==> src/rtl/uart_tx.sv <==
// uart_tx: UART transmitter framing start, LSB-first data, optional parity and stop bits on baud rises.
// Define UART_TX_PARITY_EN to insert a parity bit after the data bits (PARITY_ODD picks odd parity).
module uart_tx #(
    parameter int DATA_BITS  = 8,
    parameter int STOP_BITS  = 1,
    parameter int PARITY_ODD = 0
) (
    input  logic                 clk50,
    input  logic                 reset,
    input  logic                 baud,
    input  logic [DATA_BITS-1:0] tx_data,
    input  logic                 tx_valid,
    output logic                 tx_ready,
    output logic                 tx,
    output logic                 busy
);
    localparam int IW = $clog2(DATA_BITS) + 1;
    localparam logic [IW-1:0] LAST_BIT = IW'(DATA_BITS - 1);
    localparam logic [1:0] LAST_STOP = 2'(STOP_BITS - 1);

    if (DATA_BITS < 5 || DATA_BITS > 9 || STOP_BITS < 1 || STOP_BITS > 2 ||
        PARITY_ODD < 0 || PARITY_ODD > 1) begin : g_bad_params
        $error("uart_tx: illegal parameter value");
    end

    typedef enum logic [2:0] {
        IDLE,
        ALIGN,
        START,
        DATA,
`ifdef UART_TX_PARITY_EN
        PARITY,
`endif
        STOP
    } state_t;

    state_t state_q, state_d;
    logic baud_q, baud_rise;
    logic tx_q, tx_d;
    logic busy_q, busy_d;
    logic ready_q, ready_d;
    logic [DATA_BITS-1:0] shreg_q, shreg_d;
    logic [IW-1:0] bit_idx_q, bit_idx_d;
    logic [1:0] stop_cnt_q, stop_cnt_d;
`ifdef UART_TX_PARITY_EN
    logic par_q, par_d;
`endif

    assign baud_rise = baud & ~baud_q;
    assign tx_ready  = ready_q;
    assign tx        = tx_q;
    assign busy      = busy_q;

    always_comb begin
        state_d    = state_q;
        tx_d       = tx_q;
        busy_d     = busy_q;
        ready_d    = ready_q;
        shreg_d    = shreg_q;
        bit_idx_d  = bit_idx_q;
        stop_cnt_d = stop_cnt_q;
`ifdef UART_TX_PARITY_EN
        par_d      = par_q;
`endif
        if (state_q == IDLE) begin
            if (tx_valid && ready_q) begin
                state_d = ALIGN;
                busy_d  = 1'b1;
                ready_d = 1'b0;
                shreg_d = tx_data;
`ifdef UART_TX_PARITY_EN
                par_d   = (^tx_data) ^ 1'(PARITY_ODD);
`endif
            end
        end else if (baud_rise) begin
            // Every post-accept transition is paced by a baud rising edge.
            case (state_q)
                ALIGN: begin
                    tx_d    = 1'b0;
                    state_d = START;
                end
                START: begin
                    tx_d      = shreg_q[0];
                    shreg_d   = shreg_q >> 1;
                    bit_idx_d = '0;
                    state_d   = DATA;
                end
                DATA: begin
                    if (bit_idx_q == LAST_BIT) begin
`ifdef UART_TX_PARITY_EN
                        tx_d    = par_q;
                        state_d = PARITY;
`else
                        tx_d    = 1'b1;
                        state_d = STOP;
`endif
                        stop_cnt_d = '0;
                    end else begin
                        tx_d      = shreg_q[0];
                        shreg_d   = shreg_q >> 1;
                        bit_idx_d = bit_idx_q + 1'b1;
                    end
                end
`ifdef UART_TX_PARITY_EN
                PARITY: begin
                    tx_d       = 1'b1;
                    stop_cnt_d = '0;
                    state_d    = STOP;
                end
`endif
                STOP: begin
                    if (stop_cnt_q == LAST_STOP) begin
                        state_d = IDLE;
                        busy_d  = 1'b0;
                        ready_d = 1'b1;
                    end else begin
                        stop_cnt_d = stop_cnt_q + 1'b1;
                    end
                end
                default: state_d = IDLE;
            endcase
        end
    end

    always_ff @(posedge clk50 or posedge reset) begin
        if (reset) begin
            state_q    <= IDLE;
            baud_q     <= 1'b0;
            tx_q       <= 1'b1;
            busy_q     <= 1'b0;
            ready_q    <= 1'b1;
            shreg_q    <= '0;
            bit_idx_q  <= '0;
            stop_cnt_q <= '0;
`ifdef UART_TX_PARITY_EN
            par_q      <= 1'b0;
`endif
        end else begin
            state_q    <= state_d;
            baud_q     <= baud;
            tx_q       <= tx_d;
            busy_q     <= busy_d;
            ready_q    <= ready_d;
            shreg_q    <= shreg_d;
            bit_idx_q  <= bit_idx_d;
            stop_cnt_q <= stop_cnt_d;
`ifdef UART_TX_PARITY_EN
            par_q      <= par_d;
`endif
        end
    end
endmodule
==> config.mk <==
export PLATFORM = sky130hd
export DESIGN_NAME = uart_tx
export DESIGN_NICKNAME = d
export VERILOG_FILES = /design/src/rtl/uart_tx.sv
export SDC_FILE = /design/constraint.sdc
export NUM_CORES = 1
export LEC_CHECK = 0
export BUFFER_PORTS_ARGS = -buffer_cell sky130_fd_sc_hd__buf_2
export CELL_PAD_IN_SITES_DETAIL_PLACEMENT = 1
export CELL_PAD_IN_SITES_GLOBAL_PLACEMENT = 2
export CORE_MARGIN = 3
export CORE_UTILIZATION = 30
export DETAILED_ROUTE_END_ITERATION = 8
export HOLD_SLACK_MARGIN = 0.06
export PLACE_DENSITY = 0.75
export SYNTH_ARGS = -nofsm -noshare
export SYNTH_HDL_FRONTEND = slang
export SYNTH_SLANG_ARGS = --single-unit
export TNS_END_PERCENT = 10
==> constraint.sdc <==
create_clock -name clk50 -period 2.7 [get_ports clk50]
set_input_delay 0.135 -clock clk50 [delete_from_list [all_inputs] [get_ports clk50]]
set_output_delay 0.135 -clock clk50 [all_outputs]
set_load 0.01 [all_outputs]
=== After elaboration in Yosys (flattened, before gate mapping) ===
Index checks and enable logic that the tools add are counted.

* Register bits: 21
* Input port bits: 12
* Output and inout bits: 3
* Logic and storage cells: 69

* Add/subtract/negate cells: 2
* Equality and inequality tests: 12
* Mux-type cells: 28
* Bitwise logic cells: 3
* Reduce and logical (&&, ||, !) cells: 16

{| class="wikitable"
|+ Operators with widths
! cell !! number
|-
| 8-bit two-way mux || 4
|-
| 8-bit one-hot mux with 2 select lines || 1
|-
| 4-bit AND reduction || 4
|-
| 3-bit two-way mux || 5
|-
| 3-bit one-hot mux with 4 select lines || 1
|-
| 1-bit two-way mux || 11
|-
| 2-bit nonzero test || 5
|-
| 3-bit != test (second input constant) || 3
|-
| 4-bit one-hot mux with 2 select lines || 1
|-
| 3-bit by 2-bit == test with 1-bit output (second input constant) || 2
|-
| 2-bit != test (second input constant) || 3
|-
| 3-bit nonzero test || 2
|-
| 5-bit AND reduction || 1
|-
| 4-bit by 1-bit adder with 4-bit output (second input constant) || 1
|-
| 4-bit by 3-bit == test with 1-bit output (second input constant) || 1
|-
| 2-bit two-way mux || 2
|-
| 4-bit two-way mux || 1
|-
| 2-bit one-hot mux with 2 select lines || 1
|-
| 3-bit by 1-bit == test with 1-bit output (second input constant) || 1
|-
| 3-bit == test (second input constant) || 1
|-
| 3-bit zero test || 1
|-
| 1-bit one-hot mux with 3 select lines || 1
|-
| 3-bit AND reduction || 1
|-
| 2-bit by 1-bit adder with 2-bit output (second input constant) || 1
|-
| 5 further kinds || 6
|}

=== Logic depth before layout (Yosys ltp) ===
Gate-level depths: netlist of the first run.

* Word-level depth: 5
* Mapped depth: 7
* Mapped depth without buffers: 6

=== Least setup slack after synthesis of the first run ===
Ideal clock, no wire load.

* Path kind: flip-flop to flip-flop
* From: reg state_q[1]
* To: reg shreg_q[0]
* Library setup time: 125 ps
* Arrival time: 1826 ps
* Data required time: 2575 ps
* Setup slack: 749 ps
* Stages on the path, launching flop included: 8
* Buffers on the path: 3
* Period minus slack after synthesis: 1951 ps
* Path through: dfrtp_1 > buf_6 > or3_1 > buf_6 > mux2i_2 > a211o_1 > buf_6 > mux2_4

* Word-level cells in the longest chain between the ends: 4
* Elaborated cells between the ends (all ways): 11
* Those cells by class: 4 x eq/ne; 3 x mux; 4 x reduce/logical

{| class="wikitable"
|+ Ends and longest elaborated chain
! item !! RTL line !! source
|-
| from (decl) || 37 || <nowiki>state_t state_q, state_d;</nowiki>
|-
| from (signal assigned) || 139 || <nowiki>state_q <= state_d;</nowiki>
|-
| 3-bit by 2-bit == test with 1-bit output || 77 || <nowiki>case (state_q)</nowiki>
|-
| 8-bit one-hot mux with 2 select lines || 77 ||
|-
| 8-bit two-way mux || 75 || <nowiki>end else if (baud_rise) begin</nowiki>
|-
| 8-bit two-way mux || 65 || <nowiki>if (state_q == IDLE) begin</nowiki>
|-
| to (signal assigned) || 144 || <nowiki>shreg_q <= shreg_d;</nowiki>
|-
| to (decl) || 42 || <nowiki>logic [DATA_BITS-1:0] shreg_q, shreg_d;</nowiki>
|}

Several ways; a longest one is shown, not always the timed one. The select of a mux whose other input is x is not followed.
A chain may end at the register's enable or synchronous reset.

=== Final worst setup path of the first run ===
* From: reg state_q[1]
* To: reg shreg_q[1]

The elaborated chain is that of the path after synthesis.

==> results of run 1 <==
## through the flow
stage	instance area, µm²	setup slack (ps)	cells	hold WS, ps
6_report	1310	473	182	100
5_1_grt	1310	387	182	90.2
4_1_cts	1310	461	182	94.6
3_5_place_dp	1250	474	176	279
3_3_place_gp	1250	528	176	274
2_1_floorplan	1150	749	121	110
## power groups by stage
stage	Sequential, W	Clock, W	Combinational [W]
floorplan	0.000513	0	0.000468
global placement	0.000549	0	0.000514
detailed placement	0.000559	0	0.000541
CTS	0.000554	0.000216	0.000545
global route	0.000573	0.000234	0.000600
finish	0.000553	0.000205	0.000533
## path summary, 6_finish.rpt
check | start | end | depth (start not counted)
worst max-delay path | state_q[1]$_DFFE_PP0P_ | shreg_q[1]$_DFFE_PP0P_ | 4
worst min-delay path | tx_data[7] | shreg_q[7]$_DFFE_PP0P_ | 2
worst max register to register | state_q[1]$_DFFE_PP0P_ | shreg_q[1]$_DFFE_PP0P_ | 4
worst min register to register | stop_cnt_q[0]$_DFFE_PP0P_ | stop_cnt_q[0]$_DFFE_PP0P_ | 1
max in group asynchronous | reset | bit_idx_q[1]$_DFFE_PP0P_ | 3
min in group asynchronous | reset | state_q[0]$_DFFE_PP0P_ | 3
## cells in the mapped netlist, drive strengths merged
| library cell | number | area (µm²) |
|---|---|---|
| a31o | 1 | 8.76 |
| nand3 | 5 | 25.0 |
| nand2 | 29 | 109 |
| nand4 | 1 | 6.26 |
| a21o | 1 | 7.51 |
| a22o | 3 | 26.3 |
| o21ai | 4 | 20.0 |
| dfrtp | 19 | 475 |
| a21oi | 7 | 35.0 |
| buf | 4 | 38.8 |
| or3 | 1 | 6.26 |
| mux2i | 1 | 13.8 |
| nor2b | 2 | 12.5 |
| and2 | 1 | 6.26 |
| nor2 | 9 | 33.8 |
| dfstp | 2 | 52.6 |
| nor4b | 1 | 8.76 |
| ha | 2 | 25.0 |
| nand4bb | 1 | 11.3 |
| o41ai | 1 | 8.76 |
| inv | 4 | 15.0 |
| nand2b | 1 | 6.26 |
| and4b | 1 | 10.0 |
| a31oi | 1 | 6.26 |
| clkbuf | 4 | 15.0 |
| and3b | 2 | 17.5 |
| nor3 | 3 | 15.0 |
| mux2 | 8 | 116 |
| a211o | 1 | 8.76 |
| a2111oi | 1 | 10.0 |
## layer usage
metal | global-route usage, % | vias to the layer above
li1 | - | 445
met1 | 16.3 | 450
met2 | 20.5 | 15
met3 | 3.78 | 5
met4 | 2.98 | 0
met5 | 0 | -
## worst max-delay path: stages, from the launching register on
cell	delay, ps
dfrtp_1	480
or3_1	560
mux2i_2	230
a211o_1	480
mux2_4	360
## state kept, by name, summed over array words and instances, names as in the netlist
register / flops
baud_q: 1
bit_idx_q: 4
busy: 1
shreg_q: 8
state_q: 3
stop_cnt_q: 2
tx: 1
tx_ready: 1
## layout make-up
type | count | area, µm²
fill | 434 | 2210
multi-input combinational | 88 | 554
sequential | 21 | 528
timing repair buffer | 19 | 113
tap | 46 | 57.6
clock buffer | 4 | 45.0
inverter | 4 | 15.0
## what timing repair did
action / 4_1_cts / 5_1_grt
hold buffers: 2 / 0
setup endpoints to repair: 0 / 0
hold endpoints to repair: 20 / 0
## kinds of logic (layout without fill, tap and decap cells)
kind of cell	Yosys count	count (layout)	share of synthesized area (%)
buf+inv	12	27	5.98
compound gates	20	20	11.4
simple gates	57	57	23.3
flops	21	21	45.9
mux	9	9	11.3
fa+ha+maj	2	2	2.17
==> impl_metrics.toml, run 1 <==
[outcome]
status = "finished, final reports clean"

[worst_setup_path]
path_class = "reg2reg"
cp.required_ps = 2850
worst-path-max-fanout = 10
crit_arrival_ps = 2370
cp-end-kind = "flip-flop"
ff2ff_setup_slack_ps = 470
cp-start-kind = "flip-flop"

[sta]
setup_viol_count_final = 0
rsz0062_at_grt = "no"
fin_crit_sh_pct = 82.5
skew_ps = 3.07
timing.final.crit_period_ps = 2230
max_slew_margin_pct = 45.6
hold_viol = 0
worst_slew_pin_slew_ps = 815
max_freq_ghz = 0.449
drv_slew = 0
fin_setup_tns_ps = 0

[floorplan]
fp.dieW_um = 67.9
io_pins = 15
fp.coreArea_um2 = 3520
die_area_um2 = 4620
num_rows = 21
start_util_pct = 32.7
die_y_um = 67.9

[pwr]
p_clk_share_pct = 15.8
power_w = 0.00129
p_int_w = 0.000807
peakVddDrop_mv = 0.511
power.leakage_nw = 0.660
combPwrFrac_pct = 41.3
p_sw_w = 0.000483
p_per_area_nw_per_um2 = 983
p_sw_share_pct = 37.4
power_frac_seq_pct = 42.9

[global_route]
first_global_vias = 910
grt-ovfl-total = 0
grt_pass1_wl_um = 4350
grt_max_degree = 22
grt_use_total_pct = 12.6
antenna_found_initial = 0

[clock_tree]
cts_tree = "yes"
path_clk_slew_ps = 70
numCtsBuffers = 3
cts_post_setup_buffers_inserted = 0
insertion_delay_ps = 260
cts_buffer_depth = 2
cts-resized-gates = 0
cts.sinks = 21
cts_root_buf = "clkbuf_8"
cts_htree_levels = 1

[finish]
drive_above_1_share_pct = 23.5
nets = 151
antenna_cells = 0
layout_common_cells = "nand2_1, dfrtp_1, buf_2, nor2_1"
final_util_pct = 37.3
area.growth.synth_to_final_pct = 14.0
layout_commonest_cell = "nand2_1"

[synthesis]
synth_seq_cells = 21
seq_area_frac_synth_pct = 45.9
netlist_instances = 121
synth_cell_types = 32
synth_warnings = 0
synth_area_um2 = 1150
synth_nets = 135
synth.avg_cell_area_um2 = 9.51

[flow_run]
drv_cap = 0

[detailed_routing]
detail_route.wl_per_cell_um = 14.1
top_layer = "met4"
drt_iter0_drc = 17
wl_met3_um = 103
dr_total_vias = 915
wl_met2_um = 1240
drtAntennaViolNets = 0
drt-met1-wl_um = 1210
drt-vias-per-instance = 5.03
first_pass_iters = 4
drc = 0
wl_um = 2570

[place]
globalplace.congestion = 0.766
dp_hpwl_um = 1850
port_buffers = 14

[min_path]
min_path_type = "in2reg"
Power figures use the tool's default switching activity.
==> run 2: changes to the inputs <==
Settings changed: ABC_AREA set to 1, PLACE_DENSITY 0.75 to 0.8.
Clock period 2.7 ns to 2.25 ns, I/O delays scaled along.
==> run 2 against run 1 <==
Against the previous run: clock-buffer cell count unchanged; die area rose by 6.2%; combinational power grew 16%; register-to-register slack better by 110 ps; clock skew is 0.51 ps higher; first-iteration DRC count is 24% higher; cell count up 28%; non-clock buffer count decreased by 3.
==> impl_metrics.toml, run 2 <==
[outcome]
status = "finished, final reports clean"

[place]
port_buffers = 14
dpl_cell_area_um2 = 1330
globalplace.congestion = 0.759
dp_hpwl_um = 2400

[synthesis]
netlist_instances = 169
synth-edff-count = 0
synth_area_um2 = 1230
synth_top_area_share_pct = 38.7
synth_cell_types = 20
ys_async_sr_fraction_pct = 100
synth_warnings = 0
yosys.area.top_type = "dfrtp_1"
synth_seq_cells = 21
seq_area_frac_synth_pct = 42.9
ys_top_cells_by_area = "dfrtp_1, nand2_1, nand3_1"
synth_nets = 183
synth_most_common_cell = "nand2_1"
synth.avg_cell_area_um2 = 7.28
netlist_top_cells_count = "nand2_1, nand3_1, dfrtp_1, inv_1, nor2_1"
ys.flop_type = "dfrtp_1"

[finish]
drive_above_1_share_pct = 16.8
antenna_cells = 0
fin_area_um2 = 1390
area.growth.synth_to_final_pct = 13.2
multi_input_area_um2 = 609
layout_commonest_cell = "nand2_1"
largest_reg_flops = 8
layout_common_cells = "nand2_1, nand3_1, dfrtp_1, inv_1, buf_2"
nets = 200
seq_area_um2 = 528
regMostFlops = "shreg_q"
largestRegisters = "shreg_q (8), bit_idx_q (4), state_q (3)"
fillCellCount = 499

[sta]
fin_crit_sh_pct = 74.1
timing.final.crit_period_ps = 1670
max_slew_margin_pct = 43.6
rsz0062_at_grt = "no"
fin_setup_tns_ps = 0
setup_viol_count_final = 0
hold_ws_ps = 102
worst_slew_pin_slew_ps = 846
drv_slew = 0
max_freq_ghz = 0.600
hold_viol = 0
skew_ps = 3.57

[worst_setup_path]
rr_worst_depth = 6
cp-start-kind = "flip-flop"
path_class = "reg2reg"
crit_arrival_ps = 1830
ff2ff_setup_slack_ps = 580
r2r-start = "state_q[0]$_DFFE_PP0P_"
cp.required_ps = 2410
worst-path-max-fanout = 15
cp-end-kind = "flip-flop"
reg2reg_to = "shreg_q[7]$_DFFE_PP0P_"

[floorplan]
start_util_pct = 32.4
num_rows = 22
die_y_um = 70.0
fp.dieW_um = 70.0
fp.coreArea_um2 = 3800
die_area_um2 = 4900
io_pins = 15

[detailed_routing]
dr_total_vias = 1121
drt-vias-per-instance = 4.81
first_pass_iters = 4
drtAntennaViolNets = 0
detail_route.wl_per_cell_um = 13.2
drc = 0
drt_iter0_drc = 21
wl_um = 3060

[global_route]
first_global_vias = 1187
grt_max_degree = 22
grt_pass1_wl_um = 5510
grt_use_total_pct = 14.1
grt-ovfl-total = 0
antenna_found_initial = 0

[clock_tree]
insertion_delay_ps = 260
cts_tree = "yes"
cts.sinks = 21
numCtsBuffers = 3
cts_htree_levels = 1
cts_post_setup_buffers_inserted = 0
path_clk_slew_ps = 80
cts_buffer_depth = 2
cts_root_buf = "clkbuf_8"

[pwr]
power.leakage_nw = 0.779
p_per_area_nw_per_um2 = 1050
peakVddDrop_mv = 0.473

[min_path]
min_path_type = "in2reg"
whs_endpoint = "shreg_q[7]$_DFFE_PP0P_"
min_path_cells = 3
min_from = "tx_data[7]"

[flow_run]
drv_cap = 0
==> run 2: cell types whose count changed after synthesis, moves of 3 or more <==
cell / delta
a21oi_1: -6
a22o_1: -3
clkbuf_1: -4
inv_1: +10
mux2_4: -7
nand2_1: +41
nand2_2: +5
nand2_4: +3
nand3_1: +22
o21ai_0: -3
o21bai_1: +3
==> run 2: cell families (layout without fill, tap and decap cells) <==
group / after synthesis / after routing / synth area share (%)
buf+inv: 20 / 36 / 7.53
simple gates: 121 / 121 / 44.9
flops: 21 / 21 / 42.9
fa+ha+maj: 2 / 2 / 2.03
compound gates: 5 / 5 / 2.64
==> run 2: worst max-delay path by stage <==
stage,startpoint,to,depth (start not counted)
global placement,state_q[0]$_DFFE_PP0P_,shreg_q[7]$_DFFE_PP0P_,6
CTS,state_q[0]$_DFFE_PP0P_,shreg_q[7]$_DFFE_PP0P_,6
detailed placement,state_q[0]$_DFFE_PP0P_,shreg_q[7]$_DFFE_PP0P_,6
finish,state_q[0]$_DFFE_PP0P_,shreg_q[7]$_DFFE_PP0P_,6
floorplan,bit_idx_q[0]$_DFFE_PP0P_,bit_idx_q[2]$_DFFE_PP0P_,8
global route,state_q[0]$_DFFE_PP0P_,shreg_q[7]$_DFFE_PP0P_,6
==> run 2: stage by stage <==
step | cells | setup slack, ps | total power, W | utilization [%]
2_1_floorplan | 169 | 997 | 0.00108 | -
3_3_place_gp | 227 | 571 | 0.00120 | 34.9
3_5_place_dp | 227 | 551 | 0.00122 | 34.9
4_1_cts | 233 | 541 | 0.00148 | 36.7
5_1_grt | 233 | 382 | 0.00161 | 36.7
6_report | 233 | 583 | 0.00146 | 36.7
==> run 2: where the power goes <==
group          internal, W  switching (W)
combinational     0.000196       0.000421
clock             0.000126       0.000127
sequential        0.000492      0.0000928
==> run 2: worst max-delay path: stages (launching register included) <==
cell and delay [ps]:
dfrtp_1 460, nor2_4 350, nand3_1 180, nand2_2 240, nand2_2 150, nand2_1 110, nand2_1 50
==> run 2: final cells by class <==
| cell class | count | area share [%] |
|---|---|---|
| timing repair buffer | 16 | 6.47 |
| inverter | 16 | 4.31 |
| tap | 48 | 4.31 |
| multi-input combinational | 128 | 43.8 |
| clock buffer | 4 | 3.23 |
| sequential | 21 | 37.9 |
==> run 2: timing repair <==
item | in CTS | in global routing
setup endpoints to repair | 0 | 0
hold buffers | 2 | 0
resized for setup | 0 | 0
endpoints found under the hold margin | 20 | 0
==> run 2: layer usage <==
layer	part of all wire [%]	routed length, µm	global-route usage (%)	vias to the layer above
li1	-	-	-	566
met1	46	1410	17.7	540
met2	50	1550	24.1	11
met3	2.0	60	2.30	4
met4	1.4	43	5.53	0
met5	0	0	0	-
==> run 3: changes to the inputs <==
Settings changed: CORE_UTILIZATION 30 to 29, PLACE_DENSITY 0.8 to 0.81.
Clock period 2.25 ns to 1.5 ns, I/O delays scaled along.
==> run 3 against run 2 <==
Against the previous run: critical endpoint is now shreg_q[6]$_DFFE_PP0P_; clock power grew 58%; via count grew 0.54%; largest cell class unchanged; non-clock buffer count grew 7; global-route usage shrank 0.89 points; largest power group unchanged.
==> impl_metrics.toml, run 3 (synthesis results as in run 2) <==
[clock_tree]
insertion_delay_ps = 270
path_clk_slew_ps = 80
cts_root_buf = "clkbuf_8"
cts.sinks = 21
cts_buffer_depth = 2
cts_tree = "yes"
cts_htree_levels = 1
numCtsBuffers = 3

[sta]
fin_crit_sh_pct = 93.3
worst_slew_pin_slew_ps = 289
drv_slew = 0
max_slew_margin_pct = 80.6
setup_viol_count_final = 0
layout_setup_ws_ps = 100
max_freq_ghz = 0.714
timing.final.crit_period_ps = 1400
hold_ws_ps = 68.8
hold_viol = 0
skew_ps = 1.86

[place]
dp_hpwl_um = 2370
port_buffers = 14
globalplace.congestion = 0.897
place_inst = 235
place_ws_ps = 20.0

[floorplan]
io_pins = 15
die_y_um = 71.1
num_rows = 23
die_area_um2 = 5060
fp.dieW_um = 71.1
start_util_pct = 30.3
fp.coreArea_um2 = 4060

[finish]
largest_reg_flops = 8
layout_common_cells = "nand2_1, nand3_1, dfrtp_1, inv_1, buf_2"
final_util_pct = 36.1
nets = 207
fillCellCount = 500
largestRegisters = "shreg_q (8), bit_idx_q (4), state_q (3)"
antenna_cells = 0
regMostFlops = "shreg_q"
drive_above_1_share_pct = 20.3
area.growth.synth_to_final_pct = 19.2
layout_commonest_cell = "nand2_1"
final_cells = 242

[worst_setup_path]
crit_slowest_cell = "dfrtp_1"
max_stage_delay_ps = 410
cp.required_ps = 1710
path_class = "reg2reg"
crit_arrival_ps = 1610
worst-path-max-fanout = 6
timing.critical_path.buf_inv = 1
cp_cell_sequence = "ha_1, nand3_1, nand2_4, nand2_4, buf_4, nand3_1, nand2_1"
path_delay_family = "simple AND/OR/NAND/NOR gates"
cp-start-kind = "flip-flop"
cp-end-kind = "flip-flop"

[global_route]
grt-ovfl-total = 0
first_global_vias = 1185
grt_max_degree = 22
grt_pass1_wl_um = 5350
antenna_found_initial = 0
grt_use_total_pct = 13.2

[detailed_routing]
drt_iter0_drc = 38
detail_route.wl_per_cell_um = 12.7
drc = 0
drtAntennaViolNets = 0
first_pass_iters = 4
wl_um = 3070
drt-vias-per-instance = 4.66
dr_total_vias = 1127

[outcome]
status = "finished, final reports clean"

[pwr]
power.leakage_nw = 0.820
peakVddDrop_mv = 0.628
p_per_area_nw_per_um2 = 1600

[min_path]
min_path_type = "in2reg"

[flow_run]
drv_cap = 0
## run 3: routing by layer
metal  vias to the layer above  global-route usage, %  wire, µm
met3                         5                   2.56        66
met5                         -                      0         0
li1                        581                      -         -
met2                        11                   22.6      1530
met4                         0                   3.97        38
met1                       530                   16.9      1430
## run 3: report_power, final
| group | internal [W] | leakage, nW | total (W) | switching (W) |
|---|---|---|---|---|
| sequential | 0.000740 | 0.270 | 0.000860 | 0.000119 |
| clock | 0.000190 | 0.0228 | 0.000399 | 0.000209 |
| combinational | 0.000397 | 0.527 | 0.00109 | 0.000696 |
| total | 0.00133 | 0.820 | 0.00235 | 0.00102 |
## run 3: timing repair
action                     CTS  global route
resized for setup            0             5
buffers inserted             0             1
setup endpoints to repair    0            11
hold endpoints to repair    20             0
hold buffers                 2             0
## run 3: layout make-up
| class | instances | area (µm²) | share of cell area (%) |
|---|---|---|---|
| Sequential cell | 21 | 529 | 36.1 |
| Timing Repair Buffer | 23 | 143 | 9.73 |
| Multi-Input combinational cell | 128 | 624 | 42.6 |
| Inverter | 16 | 62.6 | 4.27 |
| Tap cell | 50 | 62.6 | 4.27 |
| Clock buffer | 4 | 45.0 | 3.07 |
## run 3: stage by stage
step           power, W  setup TNS [ps]  cell area, µm²
3_3_place_gp    0.00189               0            1380
4_1_cts         0.00234               0            1440
2_1_floorplan   0.00163               0            1230
5_1_grt         0.00257           -2.90            1470
3_5_place_dp    0.00193               0            1380
6_report        0.00235               0            1470
## run 3: worst min-delay path: cells and delay by family
family	cells	cell delay, ps
simple gates	2	130
buf+inv	1	90
## run 3: worst paths after layout
kind / slack [ps] / cells past startpoint / endpoint / startpoint
max in group asynchronous: 850 / 4 / tx$_DFFE_PP1P_ / reset
max reg2reg: 100 / 7 / shreg_q[6]$_DFFE_PP0P_ / bit_idx_q[0]$_DFFE_PP0P_
min in group asynchronous: 370 / 4 / shreg_q[2]$_DFFE_PP0P_ / reset
max: 100 / 7 / shreg_q[6]$_DFFE_PP0P_ / bit_idx_q[0]$_DFFE_PP0P_
min: 70 / 3 / shreg_q[7]$_DFFE_PP0P_ / tx_data[7]
min reg2reg: 480 / 2 / shreg_q[2]$_DFFE_PP0P_ / shreg_q[2]$_DFFE_PP0P_
